`config.mk`:
```
export PLATFORM = sky130hd
export DESIGN_NAME = rob_queue
export DESIGN_NICKNAME = d
export VERILOG_FILES = /design/src/rtl/rob_queue.sv
export SDC_FILE = /design/constraint.sdc
export NUM_CORES = 1
export LEC_CHECK = 0
export CAP_MARGIN = 20
export CORE_UTILIZATION = 32
export CTS_CLUSTER_DIAMETER = 200
export CTS_CLUSTER_SIZE = 16
export DETAILED_ROUTE_END_ITERATION = 8
export GPL_TIMING_DRIVEN = 0
export SYNTH_ARGS = -nofsm -noshare
export SYNTH_HDL_FRONTEND = slang
export SYNTH_SLANG_ARGS = --single-unit
```
`constraint.sdc`:
```
create_clock -name clk -period 3.2 [get_ports clk]
set_clock_uncertainty 0.2 [all_clocks]
set_input_delay 0.32 -clock clk [delete_from_list [all_inputs] [get_ports clk]]
set_output_delay 0.32 -clock clk [all_outputs]
set_load 0.005 [all_outputs]
```
`src/rtl/rob_queue.sv`:
```
// Reorder buffer: circular queue of in-flight instructions with multi-port writeback,
// in-order commit and tag-based mispredict rollback.

module rob_entry #(
    parameter int ADDR_WIDTH = 26,
    parameter int DATA_WIDTH = 32
) (
    input  logic                  clk,
    input  logic                  rst_n,
    input  logic                  alloc,
    input  logic [ADDR_WIDTH-1:0] alloc_pc,
    input  logic [5:0]            alloc_reg_dest,
    input  logic                  kill,
    input  logic                  wb,
    input  logic [DATA_WIDTH-1:0] wb_value,
    output logic                  valid,
    output logic                  ready,
    output logic [ADDR_WIDTH-1:0] pc,
    output logic [5:0]            reg_dest,
    output logic [DATA_WIDTH-1:0] value
);

    // Kill outranks writeback so a result landing on a flushed/committed slot is dropped.
    always_ff @(posedge clk or negedge rst_n) begin
        if (!rst_n) begin
            valid    <= 1'b0;
            ready    <= 1'b0;
            pc       <= '0;
            reg_dest <= '0;
            value    <= '0;
        end else if (alloc) begin
            valid    <= 1'b1;
            ready    <= 1'b0;
            pc       <= alloc_pc;
            reg_dest <= alloc_reg_dest;
        end else if (kill) begin
            valid <= 1'b0;
            ready <= 1'b0;
        end else if (wb) begin
            ready <= 1'b1;
            value <= wb_value;
        end
    end

endmodule

module rob_queue #(
    parameter int DEPTH      = 8,
    parameter int DEPTH_BITS = 3,
    parameter int WB_PORTS   = 2,
    parameter int DATA_WIDTH = 32,
    parameter int ADDR_WIDTH = 26
) (
    input  logic                           clk,
    input  logic                           rst_n,
    input  logic                           alloc_valid,
    input  logic [ADDR_WIDTH-1:0]          alloc_pc,
    input  logic [5:0]                     alloc_reg_dest,
    output logic                           alloc_ready,
    output logic [DEPTH_BITS-1:0]          alloc_tag,
    input  logic [WB_PORTS-1:0]            wb_valid,
    input  logic [WB_PORTS*DEPTH_BITS-1:0] wb_tag,
    input  logic [WB_PORTS*DATA_WIDTH-1:0] wb_value,
    output logic                           commit_valid,
    input  logic                           commit_ready,
    output logic [DEPTH_BITS-1:0]          commit_tag,
    output logic [ADDR_WIDTH-1:0]          commit_pc,
    output logic [5:0]                     commit_reg_dest,
    output logic [DATA_WIDTH-1:0]          commit_value,
    input  logic                           flush_valid,
    input  logic [DEPTH_BITS-1:0]          flush_tag,
    output logic [DEPTH_BITS:0]            count
);

    localparam int CW = DEPTH_BITS + 1;
    typedef logic [DEPTH_BITS-1:0] ptr_t;

    ptr_t          head, tail, flush_age, wt;
    logic [CW-1:0] cnt;
    logic          alloc_fire, commit_fire, flush_hit;

    logic [DEPTH-1:0]                 ent_valid, ent_ready, ent_alloc, ent_kill, ent_wb;
    logic [DEPTH-1:0][ADDR_WIDTH-1:0] ent_pc;
    logic [DEPTH-1:0][5:0]            ent_rd;
    logic [DEPTH-1:0][DATA_WIDTH-1:0] ent_value, ent_wb_value;

    assign count       = cnt;
    assign alloc_tag   = tail;
    assign alloc_ready = (cnt < CW'(DEPTH)) && !flush_valid;
    assign alloc_fire  = alloc_valid && alloc_ready;

    assign commit_valid    = ent_valid[head] && ent_ready[head];
    assign commit_fire     = commit_valid && commit_ready;
    assign commit_tag      = head;
    assign commit_pc       = ent_pc[head];
    assign commit_reg_dest = ent_rd[head];
    assign commit_value    = ent_value[head];

    assign flush_hit = flush_valid && ent_valid[flush_tag];
    assign flush_age = flush_tag - head;

    // Channels are scanned low to high so the highest-indexed hit on a tag wins.
    always_comb begin
        ent_wb       = '0;
        ent_wb_value = '0;
        wt           = '0;
        for (int c = 0; c < WB_PORTS; c++) begin
            wt = wb_tag[c*DEPTH_BITS +: DEPTH_BITS];
            if (wb_valid[c] && ent_valid[wt]) begin
                ent_wb[wt]       = 1'b1;
                ent_wb_value[wt] = wb_value[c*DATA_WIDTH +: DATA_WIDTH];
            end
        end
    end

    // Age is distance from head; anything older than the flush point survives.
    always_comb begin
        ent_kill  = '0;
        ent_alloc = '0;
        for (int i = 0; i < DEPTH; i++) begin
            ent_kill[i]  = (commit_fire && head == ptr_t'(i)) ||
                           (flush_hit && ent_valid[i] && ptr_t'(ptr_t'(i) - head) > flush_age);
            ent_alloc[i] = alloc_fire && tail == ptr_t'(i);
        end
    end

    for (genvar g = 0; g < DEPTH; g++) begin : g_ent
        rob_entry #(
            .ADDR_WIDTH(ADDR_WIDTH),
            .DATA_WIDTH(DATA_WIDTH)
        ) u_ent (
            .clk           (clk),
            .rst_n         (rst_n),
            .alloc         (ent_alloc[g]),
            .alloc_pc      (alloc_pc),
            .alloc_reg_dest(alloc_reg_dest),
            .kill          (ent_kill[g]),
            .wb            (ent_wb[g]),
            .wb_value      (ent_wb_value[g]),
            .valid         (ent_valid[g]),
            .ready         (ent_ready[g]),
            .pc            (ent_pc[g]),
            .reg_dest      (ent_rd[g]),
            .value         (ent_value[g])
        );
    end

    // A flush never coincides with alloc (alloc_ready is low), so only commit adjusts its count.
    always_ff @(posedge clk or negedge rst_n) begin
        if (!rst_n) begin
            head <= '0;
            tail <= '0;
            cnt  <= '0;
        end else begin
            if (commit_fire)
                head <= head + ptr_t'(1);
            if (flush_hit)
                tail <= flush_tag + ptr_t'(1);
            else if (alloc_fire)
                tail <= tail + ptr_t'(1);
            if (flush_hit)
                cnt <= {1'b0, flush_age} + CW'(1) - CW'(commit_fire);
            else
                cnt <= cnt + CW'(alloc_fire) - CW'(commit_fire);
        end
    end

endmodule

```
==> flow_metrics.py <==
metrics = {
    "run_status": {
        "outcome": "complete, but fails checks",
        "violations": "setup timing",
    },
    "synthesis": {
        "syn_area_per_cell_sq_um": 12.3,
        "synth_edf_count": 0,
        "synth-adder-area-share_pct": 1.25,
        "synth_compound_area_share_pct": 4.37,
        "syn_inst": 2263,
        "ys.flop_type": "dfrtp_1",
        "ys_warn_count": 0,
        "async_flop_share_pct": 100,
        "synth_mux_area_share_pct": 34.4,
        "synthSimpleGateAreaFrac_pct": 8.62,
        "ys_seq_area_share_pct": 48.2,
        "synth_nets": 2400,
        "synth-xor-area-share_pct": 0.372,
        "synth_top_family_by_area": "multiplexers",
        "yosysTopAreaCell": "dfrtp_1",
        "ys_seq_elements": 538,
        "synth_cell_type_count": 70,
        "synth_top_cell_area_share_pct": 48.2,
        "syn_area_sq_um": 27900,
        "synth_area_leaders": "dfrtp_1, mux2_2, mux4_2, nand2_1, mux2i_1",
    },
    "sta": {
        "tns_ns": -30.92,
        "finalCriticalPeriod_ns": 3.45,
        "drv_slew": 0,
        "finalHoldWorstSlack_ns": 0.0940,
        "finalSetupViolations": 232,
        "hold_violations": 0,
        "period_share_pct": 108,
        "finalWorstSetupSlack_ns": -0.251,
        "max_freq_mhz": 290,
        "worst_pin_slew_ns": 1.00,
        "rsz0062_at_grt": "true",
        "slew-limit-headroom_pct": 33.1,
    },
    "setup_path": {
        "worstPathRequired_ns": 3.47,
        "crit_slowest_cell": "fa_1",
        "cp_max_fo": 5,
        "cp.arrival_ns": 3.72,
        "end_kind": "flop",
        "slowest_delay_ns": 0.51,
        "critPathKind": "flop to flop",
        "crit_chain": "ha_4, inv_2, fa_1, inv_2, buf_4, buf_6, ha_4, nor2b_4, a2bb2oi_2, o211ai_1, buf_4, o2111a_2, buf_12, clkbuf_16, nor2_1, a21oi_1",
        "startpoint_type": "flop",
        "r2r_cells": 16,
    },
    "placed_design": {
        "hpwl_microns": 59500,
        "dpl_cell_area_sq_um": 31400,
        "gp_congestion": 0.876,
        "post-place-ws_ns": -1.72,
        "port_buffers": 182,
        "dp_cells": 3596,
    },
    "routing": {
        "first_pass_iters": 5,
        "drtIter0Drc": 1361,
        "routedWlPerCell_microns": 23.7,
        "antenna_left": 0,
        "drcViolationCount": 0,
        "vias_per_cell": 5.34,
        "wirelength_microns": 89200,
        "via_count": 20065,
    },
    "clock_network": {
        "cts_tree": "done",
        "insertion_delay_ns": 0.59,
        "htreeDepth": 2,
        "cts_buffer_depth": 3,
        "numCtsBuffers": 39,
        "cts-root-buf": "clkbuf_16",
        "clock_sinks": 538,
        "clk_pin_slew_ns": 0.08,
    },
    "worst_hold_path": {
        "hold_path_depth": 2,
        "min_path_type": "input pin to flop",
    },
    "floorplanning": {
        "fp.dieW_microns": 297,
        "coreArea_sq_um": 85800,
        "io_pins": 188,
        "die_area_sq_um": 88500,
        "die_y_microns": 297,
        "start_util_pct": 32.5,
        "num_rows": 107,
    },
    "global_route": {
        "grt_overflow": 0,
        "grt_max_degree": 125,
        "grt_pass1_vias": 21261,
        "grt_use_total_pct": 19.4,
        "grt_first_pass_wirelength_microns": 132000,
        "grt_antenna_before_repair": 17,
    },
    "cells_and_area": {
        "finalInstanceArea_sq_um": 35000,
        "drive_gt1_share_pct": 38.5,
        "fin_cells": 3756,
        "n_fill_cell": 7944,
        "nets": 2743,
        "synthToLayoutAreaGrowth_pct": 25.3,
    },
    "power": {
        "vdd_ir_drop_max_uv": 574,
        "powerDensity_nw_per_um2": 939,
        "power.leakage_nw": 15.7,
    },
    "flow_run": {
        "cap_violations": 0,
    },
}
==> through the flow <==
step	total power [W]	utilization [%]
floorplan	0.0205	-
global placement	0.0256	36.4
detailed placement	0.0262	36.6
CTS	0.0317	39.2
global route	0.0348	40.8
finish	0.0329	40.8
==> sequential cells by signal (all words and copies together), names as in the netlist <==
signal and cells:
count 4, g_ent.u_ent.ready 8, g_ent.u_ent.pc 208, g_ent.u_ent.reg_dest 48, commit_tag 3, alloc_tag 3
g_ent.u_ent.value 256, g_ent.u_ent.valid 8
==> per-layer routing <==
metal	GRT usage [%]	vias to the layer above	wire length [microns]
li1	-	8752	-
met1	25.2	10431	36800
met5	0	-	190
met2	32.2	670	43400
met3	4.25	182	6220
met4	5.94	30	2600
==> cell type report <==
cell class	count	area, sq um	area share, %
antenna	3	7.51	0.0214
buffer	148	1360	3.89
clock buffer	41	1000	2.87
clock inverter	3	33.8	0.0965
inverter	29	126	0.361
multi-input combinational	1546	14300	40.9
sequential	538	13500	38.5
tap	1144	1430	4.09
timing repair buffer	304	3250	9.29
==> critical path: cells and delay by family, from the launching register on <==
kind | cells | cell delay (ns)
adders and majority gates | 3 | 0.94
buffers and inverters | 7 | 0.90
AOI/OAI and AO/OA | 4 | 0.62
DFF | 1 | 0.42
and+or+nand+nor | 2 | 0.23
==> final timing paths <==
kind	from	endpoint	slack, ns
setup reg to reg	commit_tag[0]	g_ent[6].u_ent.value[8]	-0.25
setup / recovery	commit_tag[0]	g_ent[6].u_ent.value[8]	-0.25
max in group asynchronous	rst_n	commit_tag[1]	1.04
hold reg to reg	g_ent[7].u_ent.value[10]	g_ent[7].u_ent.value[10]	0.28
min in group asynchronous	rst_n	g_ent[4].u_ent.value[7]	0.16
hold / removal	flush_tag[0]	alloc_tag[0]	0.09
==> Yosys cell counts (all sizes together), types with 2 or more instances <==
cell type	count
dfrtp	538
mux2	484
nand2	455
mux4	130
mux2i	99
clkbuf	93
nor2	85
o21ai	83
buf	57
a21oi	42
a31oi	32
inv	28
ha	23
nand3	19
o211ai	7
nand2b	6
nor2b	6
xnor2	6
a21o	4
and3	4
nor3	4
nor3b	4
o21a	4
nand4	3
o221a	3
o31ai	3
xor2	3
a21boi	2
a2bb2oi	2
fa	2
maj3	2
nand3b	2
nand4b	2
nor4b	2
o2111ai	2
o211a	2
or2	2
==> kinds of logic after synthesis <==
family                   count (synthesis)
AO/OA/AOI/OAI                          197
XOR/XNOR                                10
multiplexers                           713
buffers and inverters                  179
adder cells (fa/ha/maj)                 27
flip-flops                             538
AND/OR/NAND/NOR                        599
==> power breakdown <==
group	leakage [nW]	switching [W]	internal, W	total, W
sequential	6.70	0.00194	0.0101	0.0120
combinational	8.47	0.00698	0.00915	0.0161
clock	0.510	0.00247	0.00224	0.00472
total	15.7	0.0114	0.0215	0.0329
==> what timing repair did <==
| item | CTS | global route |
|---|---|---|
| hold buffers | 3 | 0 |
| resized for setup | 288 | 234 |
| setup endpoints to repair | 325 | 348 |
| buffers inserted | 35 | 62 |
| pin swaps | 11 | 10 |
| hold endpoints to repair | 87 | 0 |
| cloned | 5 | 11 |
==> placed cells by master (no fill, tap or decap), types with 53 or more instances in the layout <==
cell,Yosys,layout
nand2_1,454,412
nor2_1,84,56
clkbuf_16,0,53
mux2i_1,99,99
o21ai_0,80,60
mux2_2,420,394
clkdlybuf4s50_1,0,126
dfrtp_1,538,537
mux2_4,61,90
mux4_2,130,130
clkbuf_1,93,61
buf_4,5,79
(Power assumes the default switching activity.)
